===== src/rtl/sar_search_pkg.sv =====
// sar_search_pkg
// Shared definitions for the successive-approximation search block:
//   state_e       - FSM states (IDLE / PROBE / DONE)
//   SAR_DEFAULT_W - default probe/result width in bits
package sar_search_pkg;

  localparam int SAR_DEFAULT_W = 8;

  typedef enum logic [1:0] {
    ST_IDLE  = 2'd0,
    ST_PROBE = 2'd1,
    ST_DONE  = 2'd2
  } state_e;

endpackage


===== src/rtl/sar_search.sv =====
// sar_search
// Finds a hidden two's-complement target by bit-serial successive
// approximation. Each PROBE cycle it offers a trial value to an external
// comparator and refines one bit of the answer from the reply.
//
// Ports
//   clk, rst_n      - clock (rising edge) and asynchronous active-low reset
//   start           - begin a search; only looked at while idle
//   probe  [W-1:0]  - signed trial value driven as A to the comparator
//   cmp_eq, cmp_gt  - comparator reply for probe vs. target (same cycle)
//   cas_eq, cas_gt  - cascade seeds for the comparator (1 / 0)
//   busy            - high while probing
//   done            - one-cycle pulse after the last comparison
//   result [W-1:0]  - found target, held until overwritten by the next search
//   steps           - comparisons used by the most recent search
module sar_search
  import sar_search_pkg::*;
#(
  parameter int W = SAR_DEFAULT_W
) (
  input  logic                 clk,
  input  logic                 rst_n,
  input  logic                 start,
  output logic [W-1:0]         probe,
  input  logic                 cmp_eq,
  input  logic                 cmp_gt,
  output logic                 cas_eq,
  output logic                 cas_gt,
  output logic                 busy,
  output logic                 done,
  output logic [W-1:0]         result,
  output logic [$clog2(W):0]   steps
);

  localparam int IW = $clog2(W);
  localparam int SW = IW + 1;

  state_e          state_q, state_d;
  logic [W-1:0]    acc_q, acc_d;
  logic [IW-1:0]   idx_q, idx_d;
  logic [W-1:0]    result_q, result_d;
  logic [SW-1:0]   steps_q, steps_d;

  logic [W-1:0]    bit_mask;
  logic [W-1:0]    sign_mask;
  logic [W-1:0]    acc_next;
  logic [W-1:0]    probe_w;

  // The accumulator works in offset binary so that plain bit-by-bit
  // refinement walks the signed range in order; flipping the top bit
  // converts between offset binary and two's complement.
  always_comb begin
    bit_mask  = {{(W-1){1'b0}}, 1'b1} << idx_q;
    sign_mask = {1'b1, {(W-1){1'b0}}};
    acc_next  = cmp_gt ? acc_q : (acc_q | bit_mask);
    probe_w   = (state_q == ST_PROBE) ? ((acc_q | bit_mask) ^ sign_mask) : '0;
  end

  always_comb begin
    state_d  = state_q;
    acc_d    = acc_q;
    idx_d    = idx_q;
    result_d = result_q;
    steps_d  = steps_q;
    case (state_q)
      ST_IDLE: begin
        if (start) begin
          acc_d   = '0;
          idx_d   = IW'(W - 1);
          steps_d = '0;
          state_d = ST_PROBE;
        end
      end
      ST_PROBE: begin
        steps_d = steps_q + SW'(1);
        // An exact match ends the search early and wins over cmp_gt.
        if (cmp_eq) begin
          result_d = probe_w;
          state_d  = ST_DONE;
        end else begin
          acc_d = acc_next;
          if (idx_q == '0) begin
            result_d = acc_next ^ sign_mask;
            state_d  = ST_DONE;
          end else begin
            idx_d = idx_q - IW'(1);
          end
        end
      end
      ST_DONE: begin
        state_d = ST_IDLE;
      end
      default: begin
        state_d = ST_IDLE;
      end
    endcase
  end

  always_ff @(posedge clk or negedge rst_n) begin
    if (!rst_n) begin
      state_q  <= ST_IDLE;
      acc_q    <= '0;
      idx_q    <= IW'(W - 1);
      result_q <= '0;
      steps_q  <= '0;
    end else begin
      state_q  <= state_d;
      acc_q    <= acc_d;
      idx_q    <= idx_d;
      result_q <= result_d;
      steps_q  <= steps_d;
    end
  end

  assign probe  = probe_w;
  assign busy   = (state_q == ST_PROBE);
  assign done   = (state_q == ST_DONE);
  assign result = result_q;
  assign steps  = steps_q;
  assign cas_eq = 1'b1;
  assign cas_gt = 1'b0;

endmodule


===== config.mk =====
export PLATFORM = sky130hd
export DESIGN_NAME = sar_search
export DESIGN_NICKNAME = d
export VERILOG_FILES = /design/src/rtl/sar_search_pkg.sv /design/src/rtl/sar_search.sv
export SDC_FILE = /design/constraint.sdc
export NUM_CORES = 1
export LEC_CHECK = 0
export CAP_MARGIN = 0
export CORE_ASPECT_RATIO = 1.1
export CORE_UTILIZATION = 50
export DETAILED_ROUTE_END_ITERATION = 10
export PLACE_DENSITY = 0.82
export REMOVE_ABC_BUFFERS = 1
export SYNTH_ARGS = -nofsm -noshare
export SYNTH_HDL_FRONTEND = slang
export SYNTH_SLANG_ARGS = --single-unit

===== constraint.sdc =====
create_clock -name clk -period 2.15 [get_ports clk]
set_clock_uncertainty 0.2 [all_clocks]
set_input_delay 0.3225 -clock clk [delete_from_list [all_inputs] [get_ports clk]]
set_output_delay 0.3225 -clock clk [all_outputs]
set_load 0.02 [all_outputs]

==> qor.yml, run 1 <==
run_status:
  outcome: "finished with violations"
  violations: "negative setup slack"
timing:
  period_needed_ps: 2180
  fmax_mhz: 460
  worst_slew_pin_slew_ps: 507
  rsz0062_at_grt: "true"
  setup_violations: 3
  finalHoldViolations: 0
  setup_ws_ps: -26.1
  period_share_pct: 101
  slew_headroom_pct: 66.1
  maxSlewViolCount: 0
grt:
  met3_usage_pct: 4.34
  grt_max_degree: 26
  gr-usage-met2_pct: 44.3
  grt_pass1_vias: 1261
  grt_busiest_layer: "met2"
  grt_pass1_wl_um: 5830
  grt_usage_pct: 27.1
  grt_overflow_total: 0
  grtUsageMet1_pct: 35.6
  antenna_found_initial: 0
yosys:
  synth_compound_area_share_pct: 22.2
  synth_top_area_cell: "dfrtp_1"
  synth_top_family_by_area: "compound AO/OA/AOI/OAI gates"
  ys_warn_count: 0
  yosys.area.top_type_share_pct: 41.0
  synthSimpleGateAreaFrac_pct: 13.8
  synth_edf_count: 0
  synth_cell_type_count: 40
  syn_avg_cell_area_um2: 10.2
  muxShareOfSynthArea_pct: 3.82
  postSynthCellCount: 131
  syn_area_um2: 1340
  synth_flop_cell: "dfrtp_1"
  synth-xor-area-share_pct: 0.653
  synth_fa_ha_area_share_pct: 5.60
  synth_seq_cells: 25
  synthTopCellsByArea: "dfrtp_1 (41%), dfstp_2 (5.9%), ha_1 (5.6%)"
  async_reset_ff_share_pct: 100
  yosysSeqAreaShare_pct: 46.9
die:
  core-area_um2: 2520
  die_w_um: 51.4
  row_count: 19
  die_area_um2: 2890
  start_util_pct: 53.2
  ios: 29
  die_y_um: 56.3
worst_setup_path:
  path_depth: 6
  worstPathCellList: "buf_6, ha_4, buf_6, a21oi_2, nor2_1, buf_4"
  cp_top_family: "flip-flops"
  path_class: "reg -> out"
  cp_max_fo: 3
  worstPathRequired_ps: 1630
  worstSetupStartpointType: "flip-flop"
  cp_slowest_cell: "dfstp_2"
  end_kind: "output pin"
  critPathBufInv: 3
  cpPeakStageDelay_ps: 620
  r2r_cells: 6
  worstPathArrival_ps: 1650
  path_common_cell: "buf_6"
layout:
  postLayoutCoreUtil_pct: 78.6
  final-seq-area_um2: 633
  instances_no_fill: 215
  nNetsFinal: 196
  drive_above_1_share_pct: 40.2
  fill_cells: 158
  n_antenna_cell: 0
  multi_input_area_um2: 744
  area_growth_pct: 47.6
clock_network:
  clk_pin_slew_ps: 140
  cts_buffers: 3
  h-tree-depth: 1
  holdBufCountCts: 0
  clk_latency_ps: 320
  clock_path_buffers: 2
  cts_root_buffer: "clkbuf_4"
  tritoncts: "built"
  cts_sinks: 25
detailed_routing:
  vias: 1254
  avgRoutedWirePerCell_um: 17.7
  dr.pass1.iters: 4
  route.detailed.drc: 0
  routed_wl_um: 3810
  ant_nets: 0
  drt_iter0_drc: 35
  post_drt_via_cell_ratio: 5.83
flow_run:
  maxCapViolCount: 0
placement:
  port_buffers: 26
  gp_congestion: 0.909
  dp_hpwl_um: 2430
  dp.cells: 204
hold_path:
  timing.hold.worst.class: "in -> async"
pwr:
  total_leakage_power_nw: 0.920
  vdd.ir_drop.worst_v: 0.000937
  cellPowerDensity_nw_per_um2: 1230
[final timing paths]
kind / from / end / slack (ps)
max: idx_q[0] / probe[5] / -30
min: rst_n / steps[2] / 140
max reg2reg: idx_q[0] / idx_q[0] / 10
min reg2reg: result[1] / result[1] / 320
max in group asynchronous: rst_n / idx_q[1] / 1310
min in group clk: result[1] / result[1] / 320
[layout by cell type (no fill, tap or decap), drive strengths merged, types with 2 or more instances in the layout]
cell / instances
dfstp: 3
buf: 39
nand2b: 5
nand3b: 2
a2bb2oi: 3
nand2: 2
conb: 2
clkdlybuf4s50: 16
dfrtp: 22
o22ai: 4
nand3: 2
inv: 12
nor2b: 6
clkbuf: 4
nor2: 8
mux2i: 4
a211oi: 2
a311oi: 2
a31oi: 3
o21ai: 8
a21oi: 5
o2bb2ai: 3
ha: 6
a22o: 6
[state kept, by name, summed over array words and instances (netlist names)]
name     count
acc_q        8
result       8
steps        4
idx_q        3
state_q      2
[layout make-up]
cell class	instances	share of cell area, %
Timing Repair Buffer	57	24.7
Clock buffer	3	1.14
Multi-Input combinational cell	86	37.6
Clock inverter	1	0.253
Sequential cell	25	32.0
Tap cell	31	1.96
Inverter	12	2.40
[per-layer routing]
| layer | share of wire, % | vias up |
|---|---|---|
| met5 | 0 | - |
| met2 | 51 | 53 |
| met3 | 4.3 | 14 |
| met1 | 42 | 622 |
| li1 | - | 565 |
| met4 | 2.9 | 0 |
[synth_stat cells, types with 2 or more instances]
master     count
o21ai_0        7
a2bb2oi_1      3
o22ai_1        4
a21oi_1        5
nand3b_1       2
buf_4          2
mux2i_1        4
nor2b_1        6
ha_1           6
conb_1         2
o2bb2ai_1      3
a22o_1         6
nand2_1        2
a31oi_1        3
nand3_1        2
dfstp_2        3
a311oi_1       2
nor2_1         8
nand2b_1       5
inv_1         11
dfrtp_1       22
buf_2          3
clkbuf_1       3
[where the power goes]
| part | switching, mW | total (mW) | internal (mW) |
|---|---|---|---|
| clock network | 0.148 | 0.217 | 0.0697 |
| logic | 0.687 | 1.41 | 0.724 |
| registers | 0.162 | 0.806 | 0.644 |
[worst reg2reg max path: cells and delay by family (launching register included)]
kind / cells / cell delay [ps]
AOI/OAI and AO/OA: 1 / 360
buffers and inverters: 2 / 240
adders and majority gates: 1 / 170
DFF: 1 / 620
and+or+nand+nor: 2 / 440
[metrics by stage]
| stage | setup TNS, ps | power [mW] | setup slack [ps] | hold slack (ps) | cell area (µm²) |
|---|---|---|---|---|---|
| 2_1_floorplan | 0 | 1.34 | 57.0 | -173 | 1300 |
| 3_3_place_gp | -256 | 1.87 | -98.3 | 274 | 1780 |
| 3_5_place_dp | -560 | 1.92 | -135 | 284 | 1780 |
| 4_1_cts | -102 | 2.18 | -92.8 | 150 | 1830 |
| 5_1_grt | -330 | 2.57 | -71.8 | 175 | 1980 |
| 6_report | -59.7 | 2.43 | -26.1 | 141 | 1980 |
[cells by family after synthesis]
kind of cell,after synthesis
AO/OA/AOI/OAI,40
AND/OR/NAND/NOR,32
flip-flops,25
buffers and inverters,20
adder cells (fa/ha/maj),6
multiplexers,5
other,2
XOR/XNOR,1
[timing repair]
action | in CTS | in global routing
resized for setup | 48 | 35
endpoints found under the setup margin | 10 | 11
pin swaps | 1 | 10
setup buffers | 3 | 4
No activity file was read; power rests on OpenSTA's default activity.
==> inputs of run 2 (changes only) <==
--- a/config.mk
+++ b/config.mk
@@ -8,6 +8,7 @@
 export CAP_MARGIN = 0
 export CORE_ASPECT_RATIO = 1.1
 export CORE_UTILIZATION = 50
+export CTS_CLUSTER_SIZE = 28
 export DETAILED_ROUTE_END_ITERATION = 10
 export PLACE_DENSITY = 0.82
 export REMOVE_ABC_BUFFERS = 1
==> results of run 2 <==
No change in the layout: final DEF, timing and power equal those of run 1.
==> inputs of run 3 (changes only) <==
--- a/config.mk
+++ b/config.mk
@@ -7,6 +7,7 @@
 export LEC_CHECK = 0
 export CAP_MARGIN = 0
 export CORE_ASPECT_RATIO = 1.1
+export CORE_MARGIN = 5
 export CORE_UTILIZATION = 50
 export CTS_CLUSTER_SIZE = 28
 export DETAILED_ROUTE_END_ITERATION = 10
==> run 3 against run 2 <==
The run still ends with negative setup slack left. Worst setup slack worse by 40 ps. Global-route usage down 8.7 points. Critical endpoint is now probe[2]. Clock power about the same. Sequential power about the same. Maximum frequency down 1.8%. Combinational power down 12%. Design area down 4.1%.
==> qor.yml, run 3 (synthesis gave the netlist of run 1 again) <==
run_status:
  outcome: "finished with violations"
  violations: "negative setup slack"
layout:
  drive_above_1_share_pct: 36.7
  area_growth_pct: 41.5
  fill_cells: 150
  nNetsFinal: 189
  n_antenna_cell: 0
  mostFrequentLayoutCell: "buf_4"
  postLayoutCoreUtil_pct: 74.6
  layout_common_cells: "buf_4 (26), dfrtp_1 (22), clkdlybuf4s50_1 (16)"
clock_network:
  tritoncts: "built"
  clk_latency_ps: 320
  cts_buffers: 3
  holdBufCountCts: 0
  h-tree-depth: 1
  cts_sinks: 25
  clock_path_buffers: 2
  cts_root_buffer: "clkbuf_4"
  clk_pin_slew_ps: 150
pwr:
  vdd.ir_drop.worst_v: 0.000898
  cellPowerDensity_nw_per_um2: 1190
  total_leakage_power_nw: 0.891
  finalPower_mw: 2.26
detailed_routing:
  ant_nets: 0
  route.detailed.drc: 0
  post_drt_via_cell_ratio: 5.66
  vias: 1178
  dr.pass1.iters: 4
  drt_iter0_drc: 32
  avgRoutedWirePerCell_um: 16.9
  routed_wl_um: 3520
grt:
  gr-usage-met2_pct: 30.9
  antenna_found_initial: 0
  grtUsageMet1_pct: 23.9
  grt_overflow_total: 0
  grt_pass1_wl_um: 5480
  grt_pass1_vias: 1195
  grt_max_degree: 26
  grt_busiest_layer: "met2"
  met3_usage_pct: 3.22
  grt_usage_pct: 18.4
placement:
  port_buffers: 26
  dp_hpwl_um: 2440
  pre_cts_slack_ps: -233
  gp_congestion: 0.785
hold_path:
  timing.hold.worst.class: "in -> async"
worst_setup_path:
  end_kind: "output pin"
  cp_max_fo: 4
  worstPathArrival_ps: 1690
  path_class: "reg -> out"
  worstSetupStartpointType: "flip-flop"
  worstPathRequired_ps: 1630
die:
  die_y_um: 64.3
  start_util_pct: 52.7
  core-area_um2: 2540
  die_w_um: 59.4
  row_count: 19
  ios: 29
  die_area_um2: 3820
timing:
  period_needed_ps: 2220
  slew_headroom_pct: 65.7
  period_share_pct: 103
  holdWs_ps: 142
  fmax_mhz: 451
  worst_slew_pin_slew_ps: 514
  setup_ws_ps: -66.5
  setup_violations: 4
  maxSlewViolCount: 0
  rsz0062_at_grt: "true"
  finalHoldViolations: 0
flow_run:
  maxCapViolCount: 0
run 3: what timing repair did:
item / in CTS / in global routing
pin swaps: 1 / 4
buffers inserted: 2 / 4
resized for setup: 38 / 37
endpoints found under the setup margin: 9 / 12
run 3: metal layers:
| layer | share of wire (%) | up-vias |
|---|---|---|
| met4 | 0.79 | 0 |
| li1 | - | 553 |
| met1 | 42 | 588 |
| met3 | 4.3 | 2 |
| met2 | 53 | 35 |
| met5 | 0 | - |
run 3: final timing paths:
kind / slack, ps / start / depth (start not counted) / endpoint
worst max register to register: 50 / idx_q[0] / 6 / idx_q[1]
max in group asynchronous: 1310 / rst_n / 2 / idx_q[2]
min in group clk: 310 / result[2] / 1 / result[2]
worst min register to register: 310 / result[2] / 1 / result[2]
worst max-delay path: -70 / idx_q[0] / 6 / probe[2]
worst min-delay path: 140 / rst_n / 2 / acc_q[1]
run 3: report_power, final:
part	total, mW	internal (mW)	switching [mW]
Clock	0.219	0.0696	0.149
Combinational	1.24	0.634	0.609
Sequential	0.803	0.641	0.162
Total	2.26	1.34	0.921
run 3: area by class of cell:
class	count	area, µm²	share of cell area [%]
Inverter	12	50.0	2.64
Timing Repair Buffer	50	432	22.7
Clock buffer	3	22.5	1.19
Sequential cell	25	629	33.2
Tap cell	31	38.8	2.04
Clock inverter	1	5.00	0.264
Multi-Input combinational cell	86	721	38.0
run 3: through the flow:
| stage | instance area [µm²] | cells | TNS (ps) |
|---|---|---|---|
| after floorplan | 1300 | 123 | 0 |
| after global placement | 1730 | 198 | -319 |
| after detailed placement | 1730 | 198 | -721 |
| after CTS | 1750 | 204 | -381 |
| after global routing | 1900 | 208 | -605 |
| final | 1900 | 208 | -128 |
run 3: critical path, cell delays in order (launching register included):
cell and delay [ps]:
dfstp_2 640, inv_4 70, ha_4 170, nor2b_4 120, o21ai_2 170, inv_1 70, buf_6 130
